$ cat config.mk
export PLATFORM = sky130hd
export DESIGN_NAME = fwd_hazard_unit
export DESIGN_NICKNAME = d
export VERILOG_FILES = /design/src/rtl/cpu_types_pkg.sv /design/src/rtl/fwd_tracker.sv /design/src/rtl/fwd_hazard_unit.sv
export SDC_FILE = /design/constraint.sdc
export NUM_CORES = 1
export LEC_CHECK = 0
export BUFFER_PORTS_ARGS = -buffer_cell sky130_fd_sc_hd__buf_4
export CORE_ASPECT_RATIO = 0.75
export CORE_UTILIZATION = 44
export CTS_CLUSTER_DIAMETER = 50
export DETAILED_ROUTE_END_ITERATION = 10
export GPL_ROUTABILITY_DRIVEN = 0
export PLACE_DENSITY = 0.74
export SYNTH_ARGS = -nofsm -noshare
export SYNTH_HDL_FRONTEND = slang
export SYNTH_HIERARCHICAL = 1
export SYNTH_SLANG_ARGS = --single-unit
$ cat constraint.sdc
create_clock -name CLK -period 4.9 [get_ports CLK]
set_clock_uncertainty 0.15 [all_clocks]
set_input_delay 0 -clock CLK [delete_from_list [all_inputs] [get_ports CLK]]
set_output_delay 0 -clock CLK [all_outputs]
set_load 0.02 [all_outputs]
$ cat src/rtl/cpu_types_pkg.sv
// Shared CPU types: register fields, multicycle FSM states and
// the forwarding tracker slot layout.
package cpu_types_pkg;

   typedef logic [4:0] regbits_t;

   typedef enum logic [1:0] {
      IDLE,
      BUSY,
      DONE
   } mul_state_t;

   localparam int FWD_NSTAGES = 2;

   typedef struct packed {
      logic     valid;
      regbits_t rd;
      logic     wen;
      logic     load;
   } slot_t;

   // r0 is hardwired zero and never counts as a dependency
   function automatic logic regHit(
      input regbits_t a,
      input regbits_t b
   );
      return (a == b) && (a != '0);
   endfunction

endpackage

$ cat src/rtl/fwd_tracker.sv
// Destination tracker: one slot per stage from EX to WB,
// shifting on enable with bubble and flush insertion.
module fwd_tracker
   import cpu_types_pkg::*;
#(
   parameter int NSTAGES = FWD_NSTAGES
) (
   input  logic                 CLK,
   input  logic                 nRST,
   input  logic                 en,
   input  logic                 bubble,
   input  logic                 flush,
   input  logic                 insValid,
   input  logic [4:0]           insRd,
   input  logic                 insWen,
   input  logic                 insLoad,
   output logic [NSTAGES-1:0]   fwdValid,
   output logic [NSTAGES*5-1:0] fwdRd,
   output logic [NSTAGES-1:0]   fwdWen,
   output logic                 exLoad
);

   slot_t slots [NSTAGES+1];

   always_ff @(posedge CLK or negedge nRST) begin
      if (!nRST) begin
         for (int j = 0; j <= NSTAGES; j++) begin
            slots[j] <= '0;
         end
      end else if (en) begin
         for (int j = NSTAGES; j > 0; j--) begin
            slots[j] <= slots[j-1];
         end
         // a squashed EX instruction must not reach MEM
         if (flush) begin
            slots[1].valid <= 1'b0;
         end
         if (flush || bubble) begin
            slots[0] <= '0;
         end else begin
            slots[0] <= '{
               valid: insValid,
               rd:    insRd,
               wen:   insWen,
               load:  insLoad
            };
         end
      end
   end

   always_comb begin
      fwdValid = '0;
      fwdRd    = '0;
      fwdWen   = '0;
      for (int j = 0; j < NSTAGES; j++) begin
         fwdValid[j]      = slots[j].valid;
         fwdRd[j*5 +: 5]  = slots[j].rd;
         fwdWen[j]        = slots[j].wen;
      end
      exLoad = slots[0].load;
   end

endmodule

$ cat src/rtl/fwd_hazard_unit.sv
// Operand forwarding select, load-use and multicycle
// hazard detection for the in-order pipeline.
module fwd_hazard_unit
   import cpu_types_pkg::*;
#(
   parameter int  NSTAGES = FWD_NSTAGES,
   parameter int  NSRC    = 2,
   parameter int  MUL_LAT = 4,
   localparam int SELW    = $clog2(NSTAGES+1)
) (
   input  logic                 CLK,
   input  logic                 nRST,
   input  logic                 pipe_en,
   input  logic                 flush,
   input  logic                 issue_valid,
   input  logic [NSRC*5-1:0]    src_reg,
   input  logic [NSRC-1:0]      src_used,
   input  logic [4:0]           dst_reg,
   input  logic                 dst_wen,
   input  logic                 dst_load,
   input  logic                 dst_mul,
   output logic [NSRC*SELW-1:0] fwd_sel,
   output logic                 stall,
   output logic                 mul_busy,
   output logic                 mul_done
);

   localparam int CNTW = $clog2(MUL_LAT);
   localparam logic [CNTW-1:0] CNT_LOAD =
      CNTW'(MUL_LAT-1);

   logic [NSTAGES-1:0]   fwdValid;
   logic [NSTAGES-1:0]   fwdWen;
   logic [NSTAGES*5-1:0] fwdRd;
   logic                 exLoad;

   logic                 loadUse;
   logic                 mulHaz;
   logic                 advance;
   logic                 mulStart;
   logic [NSRC*SELW-1:0] selNxt;

   mul_state_t           state;
   mul_state_t           stateNxt;
   logic [CNTW-1:0]      cnt;
   logic [CNTW-1:0]      cntNxt;
   regbits_t             mulRd;
   regbits_t             mulRdNxt;

   fwd_tracker #(
      .NSTAGES (NSTAGES)
   ) u_tracker (
      .CLK      (CLK),
      .nRST     (nRST),
      .en       (pipe_en),
      .bubble   (stall),
      .flush    (flush),
      .insValid (issue_valid & ~dst_mul),
      .insRd    (dst_reg),
      .insWen   (dst_wen),
      .insLoad  (dst_load),
      .fwdValid (fwdValid),
      .fwdRd    (fwdRd),
      .fwdWen   (fwdWen),
      .exLoad   (exLoad)
   );

   // descending scan so the youngest producer is written last
   always_comb begin
      loadUse = 1'b0;
      mulHaz  = 1'b0;
      selNxt  = '0;
      for (int i = 0; i < NSRC; i++) begin
         for (int j = NSTAGES-1; j >= 0; j--) begin
            if (src_used[i] && fwdValid[j] &&
                fwdWen[j] &&
                regHit(fwdRd[j*5 +: 5],
                       src_reg[i*5 +: 5])) begin
               selNxt[i*SELW +: SELW] = SELW'(j+1);
            end
         end
         if (src_used[i] && fwdValid[0] &&
             fwdWen[0] && exLoad &&
             regHit(fwdRd[4:0],
                    src_reg[i*5 +: 5])) begin
            loadUse = 1'b1;
         end
         if (src_used[i] &&
             regHit(mulRd, src_reg[i*5 +: 5])) begin
            mulHaz = 1'b1;
         end
      end
      if (dst_mul ||
          (dst_wen && regHit(mulRd, dst_reg))) begin
         mulHaz = 1'b1;
      end
   end

   assign stall = issue_valid & ~flush &
                  (loadUse | (mul_busy & mulHaz));
   assign advance  = pipe_en & ~stall & ~flush;
   assign mulStart = advance & issue_valid & dst_mul;

   always_ff @(posedge CLK or negedge nRST) begin
      if (!nRST) begin
         fwd_sel <= '0;
      end else if (pipe_en) begin
         fwd_sel <= advance ? selNxt : '0;
      end
   end

   always_ff @(posedge CLK or negedge nRST) begin
      if (!nRST) begin
         state <= IDLE;
         cnt   <= '0;
         mulRd <= '0;
      end else begin
         state <= stateNxt;
         cnt   <= cntNxt;
         mulRd <= mulRdNxt;
      end
   end

   // the unit runs on its own once started, ignoring pipe_en
   always_comb begin
      stateNxt = state;
      cntNxt   = cnt;
      mulRdNxt = mulRd;
      unique case (state)
         IDLE: begin
            if (mulStart) begin
               stateNxt = BUSY;
               cntNxt   = CNT_LOAD;
               mulRdNxt = dst_reg;
            end
         end
         BUSY: begin
            if (cnt == '0) begin
               stateNxt = DONE;
            end else begin
               cntNxt = cnt - CNTW'(1);
            end
         end
         DONE: begin
            stateNxt = IDLE;
         end
         default: begin
            stateNxt = IDLE;
         end
      endcase
   end

   assign mul_busy = (state != IDLE);
   assign mul_done = (state == DONE);

endmodule
==> out/results.tsv <==
metric	value	unit
outcome	finished clean	
initialDrtViolationCount	58	
syn-num-nets	196	
synth_area	0.00170	sq mm
dpl-instance-area	0.00195	sq mm
start_kind	flop	
final_hold_viol_count	0	
cts.sinks	28	
postRouteAntennaNets	0	
combPwrFrac	33.9	%
worstHoldPathType	input port to async pin	
die_h	55.8	um
drt_pass1_iterations	4	
synth_top_cell_by_area	dfrtp_1	
cts_root_buf	clkbuf_8	
crit_type	flop to flop	
cts_tree	built	
synth_common_cells	dfrtp_1 (28), xnor2_1 (19), inv_1 (16), nand2_1 (16), xor2_1 (16)	
p_per_area	344	mW/mm^2
core-area	0.00368	sq mm
die_area	0.00411	sq mm
fin_area	0.00213	sq mm
io_buffers	31	
worstPathArrival	2630	ps
numCtsBuffers	3	
synth_seq_cells	28	
post-route-min-period	2580	ps
clock_path_buffers	2	
max_slew_margin	72.1	%
hpwlAfterDp	2920	um
end_kind	flop	
switching_share	33.6	%
switching_power	246	uW
rsz0062_at_grt	no	
leakage	0.956	nW
grt.overflow.total	0	
ys_top_cells_by_area	dfrtp_1 (41%), xnor2_1 (9.8%), xor2_1 (8.3%)	
drc	0	
grt_pass1_vias	1247	
drive_above_1_share	23.1	%
finalSetupTns	0	ps
syn_area_per_cell	9.99	sq um
die_w	73.7	um
pwr-share-seq	46.3	%
path_clk_slew	100	ps
post_cts_buffers	0	
max_cap_violations	0	
wl_per_cell	14.9	um
io_pins	32	
dpl.cell_count	247	
p_clk_share	19.7	%
antenna_cells	0	
cts_resized	0	
fmax	388	MHz
synth_top_area_share	41.3	%
antenna_found_initial	0	
synthArstFlopShare	100	%
yosysSeqAreaShare	41.3	%
fin_crit_sh	52.6	%
maxSlewViolCount	0	
required	4950	ps
ys_warn_count	6	
wl	3930	um
cp_max_fo	8	
synth-edff-count	0	
vias	1371	
place_ws	2380	ps
hold_ws	22.2	ps
vias_per_cell	5.19	
clock_latency	280	ps
groute.usage.overall	20.3	%
htree_levels	1	
synth_cells	170	
setup_viol	0	
ys.flop_type	dfrtp_1	
ir_worst_vdd	172	uV
finalNonFillerCells	264	
synth.distinct_cells	37	
finalNetCount	239	
grt_max_degree	32	
setup_slack	2320	ps
areaGrowthSynthToFinish	25.7	%
intPower	487	uW
tightestPinTransition	417	ps
num_rows	19	
hold_buffers	13	
yosys.cell_count.top_type	dfrtp_1	
start_util	46.1	%
grt_pass1_wl	6220	um
power by group through the flow:
stage | combinational, mW | clock [mW] | sequential (mW)
finish | 0.249 | 0.145 | 0.340
global route | 0.274 | 0.158 | 0.348
CTS | 0.249 | 0.150 | 0.340
detailed placement | 0.240 | 0 | 0.345
global placement | 0.235 | 0 | 0.343
floorplan | 0.191 | 0 | 0.321
metal layers:
metal	vias up	part of all wire, %	GRT usage (%)
met2	41	43	30.7
met3	5	4.1	4.53
met5	-	0	0
met1	654	52	29.3
li1	671	-	-
met4	0	0.97	5.22
registers in the layout (all words and copies together) (netlist names):
name and cells:
u_tracker/fwdValid 2, u_tracker/fwdWen 2, mulRd 5, u_tracker/exLoad 1, fwd_sel 4, u_tracker/fwdRd 10, cnt 2, state 2
stage by stage:
| stage | util [%] | total power, mW |
|---|---|---|
| floorplan | - | 0.511 |
| global placement | 52.9 | 0.578 |
| detailed placement | 52.9 | 0.584 |
| CTS | 57.9 | 0.739 |
| global route | 57.9 | 0.780 |
| finish | 57.9 | 0.734 |
layout by cell type (no fill, tap or decap), drive strengths merged, types with 4 or more instances in the layout:
| master | count |
|---|---|
| nor4 | 4 |
| inv | 16 |
| mux2 | 11 |
| xor2 | 16 |
| nor2 | 6 |
| dfrtp | 28 |
| nand4 | 5 |
| buf | 31 |
| o21ai | 5 |
| nand2 | 16 |
| xnor2 | 19 |
| dlygate4sd3 | 13 |
| clkbuf | 4 |
| o22ai | 10 |
worst paths after layout:
kind / from / to / slack [ps] / depth (start not counted)
max in group asynchronous: nRST / u_tracker/fwdRd[6] / 4310 / 2
max: mulRd[2] / u_tracker/fwdRd[3] / 2320 / 7
min in group CLK: src_used[1] / fwd_sel[3] / 20 / 4
min: nRST / state[1] / 20 / 2
min reg2reg: u_tracker/fwdWen[1] / u_tracker/fwdWen[1] / 370 / 1
max reg2reg: mulRd[2] / u_tracker/fwdRd[3] / 2320 / 7
critical path: stages, from the launching register on:
cell and delay (ps):
dfrtp_1 470, or4_1 540, nor2_2 140, nor3_1 100, o41ai_4 410, a21oi_1 130
or2_1 380, o22ai_1 190
logic make-up (layout without fill, tap and decap cells):
logic type	Yosys count	count (layout)	share of synthesized area (%)
AOI/OAI and AO/OA	22	22	9.43
and+or+nand+nor	51	51	16.5
DFF	28	28	41.3
muxes	11	11	7.74
adders and majority gates	1	1	0.737
buffers and inverters	22	64	6.26
xor gates and xnor gates	35	35	18.1
final cells by class:
type,instances,area [sq um]
multi-input cells,120,891
fillers,346,1550
inverters,16,60.1
repair buffers,44,363
flip-flops and latches,28,701
clock buffers,4,55.1
well taps,52,65.1
Note: power is estimated with default switching activity, not from simulation.
